===== src/rtl/producto_a_bcd.sv =====
// Sequential binary-to-BCD converter (shift-add-3, one bit per clock).
// Sits between the array multiplier and the 7-segment display stage.
module producto_a_bcd #(
  parameter int N = 4,
  parameter int D = 3
) (
  input  logic             clk,
  input  logic             rst,
  input  logic             in_valid,
  output logic             in_ready,
  input  logic [2*N-1:0]   product,
  input  logic             carry_in,
  output logic             out_valid,
  input  logic             out_ready,
  output logic [4*D-1:0]   bcd,
  output logic             ovf,
  output logic             busy
);

  localparam int W  = 2 * N;
  localparam int CW = $clog2(W + 1);

  localparam longint DMAX = longint'(10) ** D;
  localparam longint PMAX = (longint'(1) << W) - 1;

  if (DMAX <= PMAX) begin : g_chk
    $fatal(1, "producto_a_bcd: D too small for product width");
  end

  typedef enum logic [1:0] {
    IDLE  = 2'd0,
    SHIFT = 2'd1,
    DONE  = 2'd2
  } state_t;

  state_t           r_state;
  state_t           w_state_nxt;
  logic [W-1:0]     r_sh;
  logic [4*D-1:0]   r_acc;
  logic [CW-1:0]    r_cnt;
  logic             r_cy;
  logic [4*D-1:0]   r_bcd;
  logic             r_ovf;
  logic [4*D-1:0]   w_adj;
  logic [4*D-1:0]   w_acc_sh;
  logic             w_last;

  assign w_last = (r_cnt == CW'(1));

  // State register.
  always_ff @(posedge clk or posedge rst) begin
    if (rst) r_state <= IDLE;
    else     r_state <= w_state_nxt;
  end

  // Next-state decode.
  always_comb begin
    w_state_nxt = r_state;
    unique case (r_state)
      IDLE:    if (in_valid)  w_state_nxt = SHIFT;
      SHIFT:   if (w_last)    w_state_nxt = DONE;
      DONE:    if (out_ready) w_state_nxt = IDLE;
      default:                w_state_nxt = IDLE;
    endcase
  end

  // Add-3 on every digit >=5, then shift in the next product bit.
  always_comb begin
    w_adj = r_acc;
    for (int i = 0; i < D; i++) begin
      if (r_acc[4*i +: 4] >= 4'd5)
        w_adj[4*i +: 4] = r_acc[4*i +: 4] + 4'd3;
    end
    w_acc_sh = {w_adj[4*D-2:0], r_sh[W-1]};
  end

  // Conversion datapath and result registers.
  always_ff @(posedge clk or posedge rst) begin
    if (rst) begin
      r_sh  <= '0;
      r_acc <= '0;
      r_cnt <= '0;
      r_cy  <= 1'b0;
      r_bcd <= '0;
      r_ovf <= 1'b0;
    end else begin
      unique case (r_state)
        IDLE: begin
          if (in_valid) begin
            r_sh  <= product;
            r_cy  <= carry_in;
            r_acc <= '0;
            r_cnt <= CW'(W);
          end
        end
        SHIFT: begin
          r_acc <= w_acc_sh;
          r_sh  <= {r_sh[W-2:0], 1'b0};
          r_cnt <= r_cnt - CW'(1);
          if (w_last) begin
            r_bcd <= w_acc_sh;
            r_ovf <= r_cy;
          end
        end
        default: ;
      endcase
    end
  end

  assign in_ready  = (r_state == IDLE);
  assign out_valid = (r_state == DONE);
  assign busy      = (r_state != IDLE);
  assign bcd       = r_bcd;
  assign ovf       = r_ovf;

endmodule


===== config.mk =====
export PLATFORM = sky130hd
export DESIGN_NAME = producto_a_bcd
export DESIGN_NICKNAME = d
export VERILOG_FILES = /design/src/rtl/producto_a_bcd.sv
export SDC_FILE = /design/constraint.sdc
export NUM_CORES = 1
export LEC_CHECK = 0
export CORE_ASPECT_RATIO = 0.7
export CORE_MARGIN = 2
export CORE_UTILIZATION = 30
export CTS_CLUSTER_SIZE = 20
export DETAILED_ROUTE_END_ITERATION = 7
export GPL_ROUTABILITY_DRIVEN = 0
export PLACE_DENSITY = 0.54
export SYNTH_ARGS = -nofsm -noshare
export SYNTH_HDL_FRONTEND = slang
export SYNTH_SLANG_ARGS = --single-unit
export TNS_END_PERCENT = 20

===== constraint.sdc =====
create_clock -name clk -period 1.4 [get_ports clk]
set_input_delay 0.21 -clock clk [delete_from_list [all_inputs] [get_ports clk]]
set_output_delay 0.21 -clock clk [all_outputs]
set_load 0.01 [all_outputs]

; ---- Yosys cells after proc, flatten, opt, wreduce, memory -nomap -nowiden
; Index checks and enable logic that the tools add are counted.
[totals]
wordCells = 40
output_inout_bits = 16
in_bits = 13
regBits = 40
[classes]
n_reduce_logical = 7
eq_ne = 6
magnitude_cmp = 3
n_mux = 13
n_addsub = 4
[op_table]
columns = op, n
row1 = $pmux 12 s2, 1
row2 = $pmux 8 s2, 1
row3 = $ge 4x3->1 const B, 3
row4 = $mux 12, 1
row5 = $mux 4, 3
row6 = $add 4x2->4 const B, 2
row7 = $mux 8, 1
row8 = $pmux 4 s2, 1
row9 = $mux 2, 3
row10 = $pmux 2 s3, 1
row11 = $reduce_and 2->1, 3
row12 = $eq 4x1->1 const B, 1
row13 = $ne 2x2->1 const B, 2
row14 = $reduce_bool 2->1, 2
row15 = $sub 4x1->4 const B, 1
row16 = $add 3x2->3 const B, 1
row17 = $mux 3, 1
row18 = $reduce_and 3->1, 1
row19 = $eq 2x1->1 const B, 1
row20 = $eq 2x2->1 const B, 1
row21 = $logic_not 2->1, 1
row22 = $ne 2x1->1 const B, 1

; ---- Depth between registers and ports, before layout
; Gate-level depths: netlist of the first run.
[logic_depth]
depth_word = 3
depth_mapped = 7
ltp_nobuf = 6

; ---- Least setup slack after synthesis of the first run
; No wires, ideal clock.
[synth_path]
path_type = register to register
from = register r_acc[0]
to = register r_acc[2]
period_less_slack_ns = 1.525
n_path_buf = 0
required_time_ns = 1.317
setup_ns = 0.083
path_stages_with_launch = 7
setup_slack_ns = -0.125
arrival_time_ns = 1.443
path_cell_list = dfrtp_1 inv_1 ha_1 nand2b_1 a21oi_1 mux2_2 o21ai_0
[synth_via]
elab_chain_cells = 3
word_cells_on_any_way = 4
classes_between = add/sub (1) / order compare (1) / mux (2)
[synth_lines]
columns = element, line_no
row1 = "start, declared", 39  ; logic [4*D-1:0] r_acc;
row2 = "start signal, assigned", 97  ; r_acc <= w_acc_sh;
row3 = $add 4x2->4 or $ge 4x3->1 (tied branches), "72, 71"
row4 = $mux 4 (*), 71  ; if (r_acc[4*i +: 4] >= 4'd5)
row5 = $pmux 12 s2 (*), 87  ; unique case (r_state)
; Mark *: on every way between the ends. The rest lies on a longest branch, timed or not.
; A chain may end at the register's enable or synchronous reset.

; ---- Final worst setup path of the first run
[layout_path]
from = register r_acc[8]
to = register r_bcd[9] (netlist: bcd[9])
[layout_via]
elab_chain_cells = 2
word_cells_on_any_way = 3
classes_between = add/sub (1) / order compare (1) / mux (1)
[layout_lines]
columns = element, line_no
row1 = $ge 4x3->1 or $add 3x2->3 (tied branches), "71, 72"
row2 = $mux 3 (*), 71
row3 = "end signal, assigned", 101  ; r_bcd <= w_acc_sh;
row4 = "end, declared", 42  ; logic [4*D-1:0] r_bcd;
; Marks and branches as above.

==> results of run 1 <==
-- cell type report --
class,instances,area [um^2],share of cell area (%)
flip-flops and latches,40,1001,35.03
inverters,11,41.29,1.445
clock buffers,7,96.34,3.371
well taps,78,97.59,3.415
multi-input cells,138,1031,36.08
repair buffers,65,590.6,20.67
-- cell families (layout without fill, tap and decap cells) --
| logic type | Yosys count | after routing | share of synthesized area, % |
|---|---|---|---|
| and+or+nand+nor | 73 | 73 | 18.42 |
| AOI/OAI and AO/OA | 48 | 48 | 13.91 |
| DFF | 40 | 40 | 52.25 |
| buffers and inverters | 19 | 83 | 5.290 |
| adders and majority gates | 8 | 8 | 5.226 |
| muxes | 6 | 6 | 3.527 |
| xor gates and xnor gates | 3 | 3 | 1.372 |
-- power groups by stage --
stage	registers, uW	clock network, uW	logic (uW)
finish	2110	845	3850
CTS	2080	874	3460
detailed placement	2090	0	3190
global placement	2100	0	3150
global route	2200	909	4290
floorplan	2130	0	1850
-- metrics by stage --
step | power [uW] | instance area [um^2] | TNS, ns | cells | utilization [%]
after global placement | 5242 | 2501 | -1.569 | 322 | 40.43
after detailed placement | 5274 | 2501 | -2.449 | 322 | 40.43
after global routing | 7402 | 2858 | -2.188 | 339 | 46.20
after CTS | 6422 | 2721 | -0.3763 | 334 | 43.99
after floorplan | 3978 | 1956 | -0.03109 | 197 | -
final | 6808 | 2858 | -0.1775 | 339 | 46.20
-- path summary, 6_finish.rpt --
check,startpoint,endpoint,cells after the start
min in group clk,carry_in,r_cy$_DFFE_PP0P_,3
setup reg to reg,r_acc[8]$_DFFE_PP0P_,bcd[9]$_DFFE_PP0P_,6
setup / recovery,r_acc[8]$_DFFE_PP0P_,bcd[9]$_DFFE_PP0P_,6
hold / removal,rst,bcd[0]$_DFFE_PP0P_,3
hold reg to reg,bcd[6]$_DFFE_PP0P_,bcd[6]$_DFFE_PP0P_,2
max in group asynchronous,rst,r_cnt[3]$_DFFE_PP0P_,3
-- routing by layer --
| metal | up-vias | part of all wire (%) |
|---|---|---|
| li1 | 792 | - |
| met1 | 768 | 49 |
| met3 | 5 | 4.0 |
| met2 | 26 | 46 |
| met4 | 0 | 0.83 |
| met5 | - | 0 |
-- registers in the layout (all words and copies together) (netlist names) --
name	flops
r_acc	12
bcd	12
r_cy	1
ovf	1
r_sh	8
r_state	2
r_cnt	4
-- critical path, delay by kind of cell (launching register included) --
family	cells	cell delay, ns
compound gates	1	0.15
simple gates	1	0.14
xor+xnor	1	0.06
flops	1	0.43
fa+ha+maj	1	0.19
mux	1	0.26
buf+inv	1	0.13
-- timing repair --
item | in CTS | in global routing
gates resized for setup | 46 | 35
setup buffers | 5 | 3
cloned | 0 | 2
pin swaps | 6 | 10
endpoints found under the setup margin | 31 | 38
-- placed cells by master, fill, tap and decap left out, types with 3 or more instances in the layout --
cell / Yosys / layout
inv_1: 11 / 5
inv_2: 0 / 6
nand2_2: 2 / 4
ha_4: 0 / 3
o21ai_2: 1 / 8
buf_4: 3 / 28
nor3b_1: 5 / 4
nor2_1: 8 / 7
dfrtp_1: 40 / 40
a21oi_4: 0 / 3
a31oi_1: 7 / 7
buf_6: 2 / 7
o21ai_0: 26 / 11
ha_2: 0 / 3
nand3_1: 4 / 4
clkbuf_8: 0 / 7
mux2_4: 0 / 4
nand2b_4: 0 / 3
dlygate4sd2_1: 0 / 11
nand2_1: 42 / 38
o21ai_1: 2 / 10
a21oi_1: 7 / 4
clkdlybuf4s50_1: 0 / 12
==> metrics.cfg, run 1 <==
[logic_synthesis]
async_reset_ff_share_pct=100.0
syn_nets=218
syn_inst=197
yosysMostFrequentCell=nand2_1
synth_top_area_share_pct=52.25
ys_ff_latch=40
yosys.area.top_type=dfrtp_1
syn_avg_cell_area_um2=9.724
synth_edf_count=0
synth_common_cells=nand2_1, dfrtp_1, o21ai_0
yosysSeqAreaShare_pct=52.25
syn_area_mm2=0.001916
synth_warnings=0
synth_cell_types=28
netlist_top_cells_area=dfrtp_1, nand2_1, o21ai_0, ha_1, mux2_2
synth-main-ff-cell=dfrtp_1

[finish]
fin_nets=282
drive_gt1_share_pct=35.63
area_delta_synth_final_pct=49.18
fillers=598
diodes=0

[floorplan]
dieArea_mm2=0.007051
dieWidth_um=99.51
die_y_um=70.86
ios=29
core-area_mm2=0.006186
initial_core_util_pct=30.97
rows=24

[flow_run]
cap_violations=0

[sta]
fin_ws_ns=-0.07012
rsz0062_at_grt=yes
setup_viol=9
max_freq_ghz=0.6802
finalCriticalPeriod_ns=1.470
hold_viol=0
relSlewSlack_pct=73.88
finalCritPeriodShare_pct=105.0
clock_skew_ns=0.006989
whs_ns=0.2856
tightest_slew_ns=0.3908
slew_viol_final=0

[drt]
routed-via-count=1591
drt_wl_total_um=4471
drc=0
vias_per_cell=4.693
antenna_left=0
drt-initial-drc-count=63
drtPass1Iterations=5
wl_per_cell_um=13.19

[global_routing]
grt_most_used_layer=met2
grt_pass1_wl_um=7396
use_met3_pct=3.162
track_usage_pct=13.17
grtUsageMet1_pct=18.99
antenna_found_initial=0
grt_pass1_vias=1530
grt.overflow.total=0
grt.met2_usage_pct=19.89
grt_max_degree=41

[critical_path]
worst_path_largest_cell_delay_ns=0.43
crit_fanout=4
path_cells=ha_2, nand2b_4, a21oi_4, buf_6, xnor2_4, mux2_4
cp-start-kind=flop
critical_path_arrival_ns=1.65
end_kind=flop
worst-setup-path-type=reg -> reg
slowest_stage=dfrtp_1
required_ns=1.58
reg2reg_slack_ns=-0.07

[power]
cellPowerDensity_mw_per_mm2=2382
comb_power_share_pct=56.6
switching_share_pct=38.87
p_switching_uw=2646
p_seq_share_pct=31.0
clkPwrFrac_pct=12.4
ir_drop_uv=636.5
p_leak_uw=0.001345
p_int_uw=4162

[place]
portBuffers=28
pre_cts_ws_ns=-0.1410
hpwl_um=2783

[clocking]
clkTransAtPathRegs_ns=0.08
cts_tree=yes
clockBufferDepth=2
insertion_delay_ns=0.29
ctsHoldBuffers=0
clock-sinks=40
cts_root_buf=clkbuf_8
cts_buffers=5
htreeDepth=2

[run_status]
violations=setup timing
status=finished, violations left

[min_path]
holdCritPathClass=in -> async

(Power assumes the default switching activity.)
==> run 2: changes to the inputs <==
--- a/config.mk
+++ b/config.mk
@@ -10,7 +10,6 @@
 export CORE_UTILIZATION = 30
 export CTS_CLUSTER_SIZE = 20
 export DETAILED_ROUTE_END_ITERATION = 7
-export GPL_ROUTABILITY_DRIVEN = 0
 export PLACE_DENSITY = 0.54
 export SYNTH_ARGS = -nofsm -noshare
 export SYNTH_HDL_FRONTEND = slang
==> results of run 2 <==
No change in the layout: final DEF, timing and power equal those of run 1.
==> run 3: changes to the inputs <==
--- a/config.mk
+++ b/config.mk
@@ -7,10 +7,10 @@
 export LEC_CHECK = 0
 export CORE_ASPECT_RATIO = 0.7
 export CORE_MARGIN = 2
-export CORE_UTILIZATION = 30
+export CORE_UTILIZATION = 45
 export CTS_CLUSTER_SIZE = 20
 export DETAILED_ROUTE_END_ITERATION = 7
-export PLACE_DENSITY = 0.54
+export PLACE_DENSITY = 0.74
 export SYNTH_ARGS = -nofsm -noshare
 export SYNTH_HDL_FRONTEND = slang
 export SYNTH_SLANG_ARGS = --single-unit
==> run 3 against run 2 <==
  * The flow still finishes with violations (setup timing)
  * Register-to-register slack improved by 0.02 ns
  * Non-clock buffer count is 10 lower
  * Clock skew is 0.0021 ns lower
  * Critical endpoint is now bcd[10]$_DFFE_PP0P_
  * Routed wire length is 3.2% lower
==> metrics.cfg, run 3 (same netlist as run 1, synthesis figures left out) <==
[run_status]
status=finished, violations left  ; unchanged
violations=setup timing  ; unchanged

[power]
cellPowerDensity_mw_per_mm2=2452  ; was 2382 mW/mm^2
p_leak_uw=0.001323  ; was 0.001345 uW
ir_drop_uv=1253  ; was 636.5 uV
fin_total_pwr_uw=6772  ; was 6808 uW

[critical_path]
required_ns=1.63  ; was 1.58 ns
end_kind=flop  ; unchanged
slowest_stage=dfrtp_1  ; unchanged
path_cells=inv_2, ha_4, nand2b_4, a21oi_4, mux2_4, o21ai_1  ; was ha_2, nand2b_4, a21oi_4, buf_6, xnor2_4, mux2_4
path_buf_inv=1  ; unchanged
cp_top_family=flip-flops  ; unchanged
worst_path_largest_cell_delay_ns=0.44  ; was 0.43 ns
cp-start-kind=flop  ; unchanged
worst-setup-path-type=reg -> reg  ; unchanged
critical_path_arrival_ns=1.68  ; was 1.65 ns
crit_fanout=3  ; was 4

[place]
place_area_mm2=0.002431  ; was 0.002501 mm^2
portBuffers=28  ; unchanged
place.gp.congestion=0.7562  ; was 0.7219
dp.cells=291  ; was 322
hpwl_um=2771  ; was 2783 um

[flow_run]
cap_violations=0  ; unchanged

[clocking]
htreeDepth=2  ; unchanged
clkTransAtPathRegs_ns=0.08  ; about the same
clockBufferDepth=2  ; unchanged
insertion_delay_ns=0.29  ; about the same
cts_root_buf=clkbuf_8  ; unchanged
clock-sinks=40  ; unchanged
cts_buffers=5  ; unchanged
cts_tree=yes  ; unchanged

[sta]
finalCriticalPeriod_ns=1.449  ; was 1.470 ns
clock_skew_ns=0.004891  ; was 0.006989 ns
fin_ws_ns=-0.04938  ; was -0.07012 ns
rsz0062_at_grt=yes  ; unchanged
setup_viol=5  ; was 9
max_freq_ghz=0.6900  ; was 0.6802 GHz
finalCritPeriodShare_pct=103.5  ; was 105.0%
fin_tns_setup_ns=-0.1246  ; was -0.1775 ns
hold_viol=0  ; unchanged
tightest_slew_ns=0.3702  ; was 0.3908 ns
relSlewSlack_pct=75.26  ; was 73.88%
slew_viol_final=0  ; unchanged

[finish]
final_common_cell=nand2_1  ; was dfrtp_1
fin_cells=304  ; was 339
fillers=302  ; was 598
design_area_mm2=0.002761  ; was 0.002858 mm^2
drive_gt1_share_pct=30.56  ; was 35.63%
area_delta_synth_final_pct=44.15  ; was 49.18%
final_cell_mix=nand2_1, dfrtp_1, buf_4  ; was dfrtp_1, nand2_1, buf_4
fin_nets=272  ; was 282
diodes=0  ; unchanged

[floorplan]
ios=29  ; unchanged
core-area_mm2=0.003994  ; was 0.006186 mm^2
dieWidth_um=81.98  ; was 99.51 um
rows=19  ; was 24
dieArea_mm2=0.004803  ; was 0.007051 mm^2
initial_core_util_pct=47.96  ; was 30.97%
die_y_um=58.59  ; was 70.86 um

[drt]
drt_wl_total_um=4328  ; was 4471 um
drtPass1Iterations=4  ; was 5
drc=0  ; unchanged
antenna_left=0  ; unchanged
wl_per_cell_um=14.24  ; was 13.19 um
routed-via-count=1558  ; was 1591
drt-initial-drc-count=67  ; was 63
vias_per_cell=5.125  ; was 4.693

[global_routing]
grt_pass1_wl_um=6720  ; was 7396 um
grt_pass1_vias=1483  ; was 1530
grt.overflow.total=0  ; unchanged
grt_max_degree=41  ; unchanged
antenna_found_initial=0  ; unchanged
track_usage_pct=18.90  ; was 13.17%

[min_path]
holdCritPathClass=in -> async  ; unchanged

## run 3: changes by cell type in the layout (fill, tap and decap cells not counted), moves of 3 or more
cell     previous run  this run
buf_4              28        20
nand2_1            38        42
nand2_2             4         1
o21ai_0            11        14
o21ai_2             8         5
## run 3: worst paths after layout
kind,from,depth (start not counted),slack (ns),to
setup / recovery,r_acc[8]$_DFFE_PP0P_,6,-0.05,bcd[10]$_DFFE_PP0P_
hold / removal,rst,3,0.26,r_acc[0]$_DFFE_PP0P_
setup reg to reg,r_acc[8]$_DFFE_PP0P_,6,-0.05,bcd[10]$_DFFE_PP0P_
hold reg to reg,bcd[1]$_DFFE_PP0P_,2,0.48,bcd[1]$_DFFE_PP0P_
max in group asynchronous,rst,3,0.92,r_state[0]$_DFFE_PP0P_
min in group clk,carry_in,3,0.44,r_cy$_DFFE_PP0P_
## run 3: worst register-to-register path, stage by stage, from the launching register on
cell and delay [ns]:
dfrtp_1 0.44, inv_2 0.10, ha_4 0.16, nand2b_4 0.06, a21oi_4 0.18, mux2_4 0.33, o21ai_1 0.12
## run 3: metrics by stage
| stage | setup slack (ns) | util (%) | hold WS (ns) |
|---|---|---|---|
| global route | -0.09150 | 69.14 | 0.2826 |
| finish | -0.04938 | 69.14 | 0.2643 |
| floorplan | -0.01063 | - | 0.3154 |
| detailed placement | -0.1525 | 60.87 | 0.4675 |
| CTS | -0.08284 | 65.73 | 0.2729 |
| global placement | -0.09595 | 60.87 | 0.4595 |
## run 3: power breakdown
part | total [uW] | switching, uW | internal [uW]
logic | 3580 | 1740 | 1830
registers | 2150 | 456 | 1700
clock network | 1040 | 411 | 629
total | 6770 | 2610 | 4160
## run 3: area by class of cell
cell class                      count  area [um^2]  share of cell area (%)
Inverter                           11        41.29                   1.495
Multi-Input combinational cell    138         1002                   36.29
Timing Repair Buffer               55        523.0                   18.94
Sequential cell                    40         1003                   36.34
Clock inverter                      1        30.03                   1.087
Clock buffer                        7        96.34                   3.489
Tap cell                           52        65.06                   2.356
## run 3: layer usage
metal	wire length, um	share of wire [%]	GRT usage [%]
met5	0	0	0
met1	1995	46	24.95
met3	180	4.2	5.215
met2	2107	49	30.66
met4	45	1.0	5.714
## run 3: what timing repair did
item	4_1_cts	5_1_grt
endpoints found under the hold margin	0	0
endpoints found under the setup margin	30	36
resized for setup	31	34
pin swaps	6	9
setup buffers	1	4
hold buffers	0	0
cloned	0	0
==> RTL edit 1: new RTL, flow settings as in run 2 <==
Encoding of `state_t`: now one-hot (3 bits for 3 states).
--- a/src/rtl/producto_a_bcd.sv
+++ b/src/rtl/producto_a_bcd.sv
@@ -27,10 +27,10 @@
     $fatal(1, "producto_a_bcd: D too small for product width");
   end
 
-  typedef enum logic [1:0] {
-    IDLE  = 2'd0,
-    SHIFT = 2'd1,
-    DONE  = 2'd2
+  typedef enum logic [2:0] {
+    IDLE  = 3'b001,
+    SHIFT = 3'b010,
+    DONE  = 3'b100
   } state_t;
 
   state_t           r_state;
Behaviour: no difference found for any inputs over 10 cycles, from zero or initial values and one cycle with rst high; not proved beyond that.
==> RTL edit 1 against run 2 <==
The flow still finishes with violations (setup timing); worst setup slack got worse by 87 ps; design area shrank 5.0%; critical path depth fell by 1; worst hold slack worse by 11 ps; clock skew is 1.2 ps lower; sequential cell count is 1 higher; area after synthesis fell by 0.59%; first-iteration DRC count decreased by 33%; routed wire length fell by 10%; synthesized cell count down 12%.
Power is not compared: it rests on default switching activity, and its combinational part moved more than twofold at a synthesized area within 25%.
==> RTL edit 1: results <==
group,metric,value,unit
run_status,status,"finished, violations left",
layout,drive_above_1_share,0.323,
clock_network,clockRootBuffer,"clkbuf_8",
timing,layout_setup_ws,-157,ps
drt,drt-initial-drc-count,42,
yosys,synth_nets,195,
yosys,syn_inst,174,
yosys,synth_cell_types,27,
global_route,grt_usage,0.127,
drt,wl_per_cell,12.9,µm
power,internal-power,2.68,mW
global_route,grt_max_degree,42,
power,comb_power_share,0.418,
global_route,grt_pass1_vias,1391,
drt,drt-total-wl,4010,µm
min_path,holdCritPathClass,"in2async",
global_route,grt_util_met3,0.0415,
yosys,synth_common_cells,"dfrtp_1, nand2_1, o21ai_0",
power,ir_worst_vdd,598,µV
placement,dp_hpwl,2650,µm
clock_network,cts_setup_buffers,6,
global_route,grt_use_met2,0.176,
timing,tightestPinTransition,294,ps
yosys,synth.area.top_cells,"dfrtp_1, mux2_2, ha_1",
clock_network,clk_latency,280,ps
clock_network,cts_resized,36,
critical_path,worstPathMaxFanout,7,
power,p_leak,1.43,nW
clock_network,clk_pin_slew,70,ps
drt,drt_first_pass_iters,4,
yosys,ys.flop_type,"dfrtp_1",
clock_network,htreeDepth,2,
global_route,antenna_found_initial,0,
yosys,ys_seq_area_frac,0.539,
placement,gp_congestion,0.744,
global_route,grt_pass1_wl,6940,µm
global_route,use_met1,0.190,
run_status,violations,"setup timing",
placement,place_inst,297,
layout,nFillCells,610,
timing,setup_viol,33,
timing,fin_skew,5.81,ps
placement,port_buffers,28,
drt,vias,1439,
layout,nets,254,
RTL edit 1: routing by layer:
metal / routed length, µm / part of all wire
met1: 2150 / 0.53
met2: 1640 / 0.41
met3: 208 / 0.052
met4: 21 / 0.0052
met5: 0 / 0
RTL edit 1: final timing paths:
path                                  from  slack, ps  cells past startpoint    endpoint
max in group asynchronous              rst        850                      3  r_state[0]
worst max register to register  r_state[0]       -160                      5    r_acc[7]
worst min register to register     bcd[10]        480                      2     bcd[10]
min in group clk                   bcd[10]        480                      2     bcd[10]
worst min-delay path                   rst        270                      3    r_acc[6]
worst max-delay path            r_state[0]       -160                      5    r_acc[7]
RTL edit 1: through the flow:
stage / setup WS [ps] / area [µm²] / setup TNS [ps] / util
2_1_floorplan: -46.6 / 1920 / -513 / -
3_3_place_gp: -189 / 2460 / -4380 / 0.397
3_5_place_dp: -209 / 2460 / -4960 / 0.397
4_1_cts: -154 / 2640 / -2690 / 0.426
5_1_grt: -204 / 2720 / -5110 / 0.439
6_report: -157 / 2720 / -2350 / 0.439
RTL edit 1: worst max-delay path, stage by stage (launching register included):
cell and delay (ps):
dfstp_2 560, buf_6 110, and4bb_2 280, nor2_4 60, buf_6 140, a221o_1 300
RTL edit 1: logic make-up (layout without fill, tap and decap cells):
group	after synthesis	count (layout)	synth area share
AOI/OAI and AO/OA	43	43	0.143
adders and majority gates	8	8	0.0526
and+or+nand+nor	46	46	0.131
muxes	14	14	0.0795
DFF	41	41	0.539
buffers and inverters	19	77	0.0407
xor gates and xnor gates	3	3	0.0138
RTL edit 1: cell type report:
class                   instances  area [µm²]  area share
clock buffers                   5        68.8      0.0253
clock inverters                 1        5.00     0.00184
inverters                      11        41.3      0.0152
multi-input cells             114         898       0.331
repair buffers                 60         577       0.212
flip-flops and latches         41        1030       0.378
well taps                      78        97.6      0.0359
==> RTL edit 2: new RTL, config.mk and constraints of run 2 <==
Without the edit above. Change the parameter `D` from 3 to 5.
--- a/src/rtl/producto_a_bcd.sv
+++ b/src/rtl/producto_a_bcd.sv
@@ -2,7 +2,7 @@
 // Sits between the array multiplier and the 7-segment display stage.
 module producto_a_bcd #(
   parameter int N = 4,
-  parameter int D = 3
+  parameter int D = 5
 ) (
   input  logic             clk,
   input  logic             rst,
Interface: changed (resized bcd); port bits go from 29 to 37. The function was not compared with the original's and may differ.
==> RTL edit 2 against run 2 <==
The run still ends with setup timing left; sequential cell count rose by 16; sequential power up 43%; design area increased by 44%; total power is 48% higher; worst setup slack got worse by 48 ps; area after synthesis rose by 40%; core utilization grew 1.9 points; routed wire length is 49% higher; critical path type unchanged; largest cell class unchanged.
==> RTL edit 2: results <==
group,metric,value,unit
drt,drt_first_pass_iters,4,
drt,routed.top_layer,"met4",
placement,port_buffers,36,
yosys,synth_nets,294,
clock_network,htreeDepth,2,
run_status,status,"finished, violations left",
placement,place_inst,451,
timing,tightestPinTransition,528,ps
min_path,holdCritPathClass,"in2async",
placement,detailedPlace.worstSlack,-434,ps
critical_path,crit_arrival,1700,ps
placement,gp_congestion,0.726,
drt,wl_per_cell,14.0,µm
drt,drt-met1-wl,3290,µm
layout,nets,381,
global_route,grt_use_met2,0.205,
drt,drt-total-wl,6660,µm
placement,dp_hpwl,4090,µm
power,ir_worst_vdd,865,µV
drt,dr_wl_met3,246,µm
yosys,synth_common_cells,"dfrtp_1, nand2_1, o21ai_0",
critical_path,slowest_delay,390,ps
yosys,avgSynthCellArea,10.0,µm²
layout,drive_above_1_share,0.362,
run_status,violations,"setup timing",
global_route,grt_pass1_vias,2098,
placement,placed_cell_area,3460,µm²
timing,fin_skew,3.70,ps
global_route,grt_usage,0.135,
layout,diodes,0,
yosys,ys_seq_area_frac,0.521,
drt,wl_met2,3030,µm
timing,setup_viol,26,
power,p_leak,2.09,nW
clock_network,clk_pin_slew,70,ps
timing,layout_setup_ws,-118,ps
yosys,synth.area.top_cells,"dfrtp_1, nand2_1, o21ai_0",
global_route,grt_pass1_wl,10300,µm
global_route,grt_max_degree,23,
clock_network,clockRootBuffer,"clkbuf_16",
drt,drt-initial-drc-count,117,
global_route,grt_util_met3,0.0307,
global_route,antenna_found_initial,0,
critical_path,worstPathMaxFanout,6,
drt,viasPerCell,4.71,
global_route,use_met1,0.190,
timing,finalSetupTns,-1210,ps
-- RTL edit 2: cell types whose count changed after synthesis, sizes merged, moves of 5 or more --
cell,run 2,this run
dfrtp,40,56
a21oi,7,14
nor3b,6,11
mux2i,0,5
a22o,1,8
-- RTL edit 2: cell type report --
type / instances / area (µm²)
Multi-Input combinational cell: 187 / 1500
Tap cell: 120 / 150
Inverter: 15 / 60.1
Sequential cell: 56 / 1400
Clock buffer: 5 / 125
Timing Repair Buffer: 91 / 886
Fill cell: 791 / 4450
-- RTL edit 2: power breakdown --
part / internal, mW / switching [mW]
Sequential: 2.38 / 0.632
Combinational: 3.16 / 2.72
Clock: 0.635 / 0.547
Total: 6.17 / 3.90
-- RTL edit 2: timing repair --
item	CTS	global route
resized for setup	53	75
cloned	2	0
setup buffers	8	8
pin swaps	10	14
endpoints found under the setup margin	54	72
-- RTL edit 2: worst paths after layout --
path	from	to	slack, ps	cells past startpoint
hold reg to reg	bcd[11]	bcd[11]	470	2
setup / recovery	r_cnt[1]	ovf	-120	7
setup reg to reg	r_cnt[1]	ovf	-120	7
max in group asynchronous	rst	r_acc[8]	720	3
min in group clk	carry_in	r_cy	440	3
hold / removal	rst	r_sh[3]	240	2
-- RTL edit 2: worst max-delay path, delay by kind of cell (launching register included) --
kind / cells / cell delay [ps]
AND/OR/NAND/NOR: 2 / 290
adder cells (fa/ha/maj): 1 / 120
buffers and inverters: 3 / 340
multiplexers: 1 / 270
flip-flops: 1 / 390
-- RTL edit 2: logic make-up after synthesis --
logic type                 count (synthesis)  synth area share
and+or+nand+nor                           90             0.161
DFF                                       56             0.521
muxes                                     14            0.0633
adders and majority gates                 12            0.0558
buffers and inverters                     28            0.0470
xor gates and xnor gates                   6            0.0195
AOI/OAI and AO/OA                         63             0.133
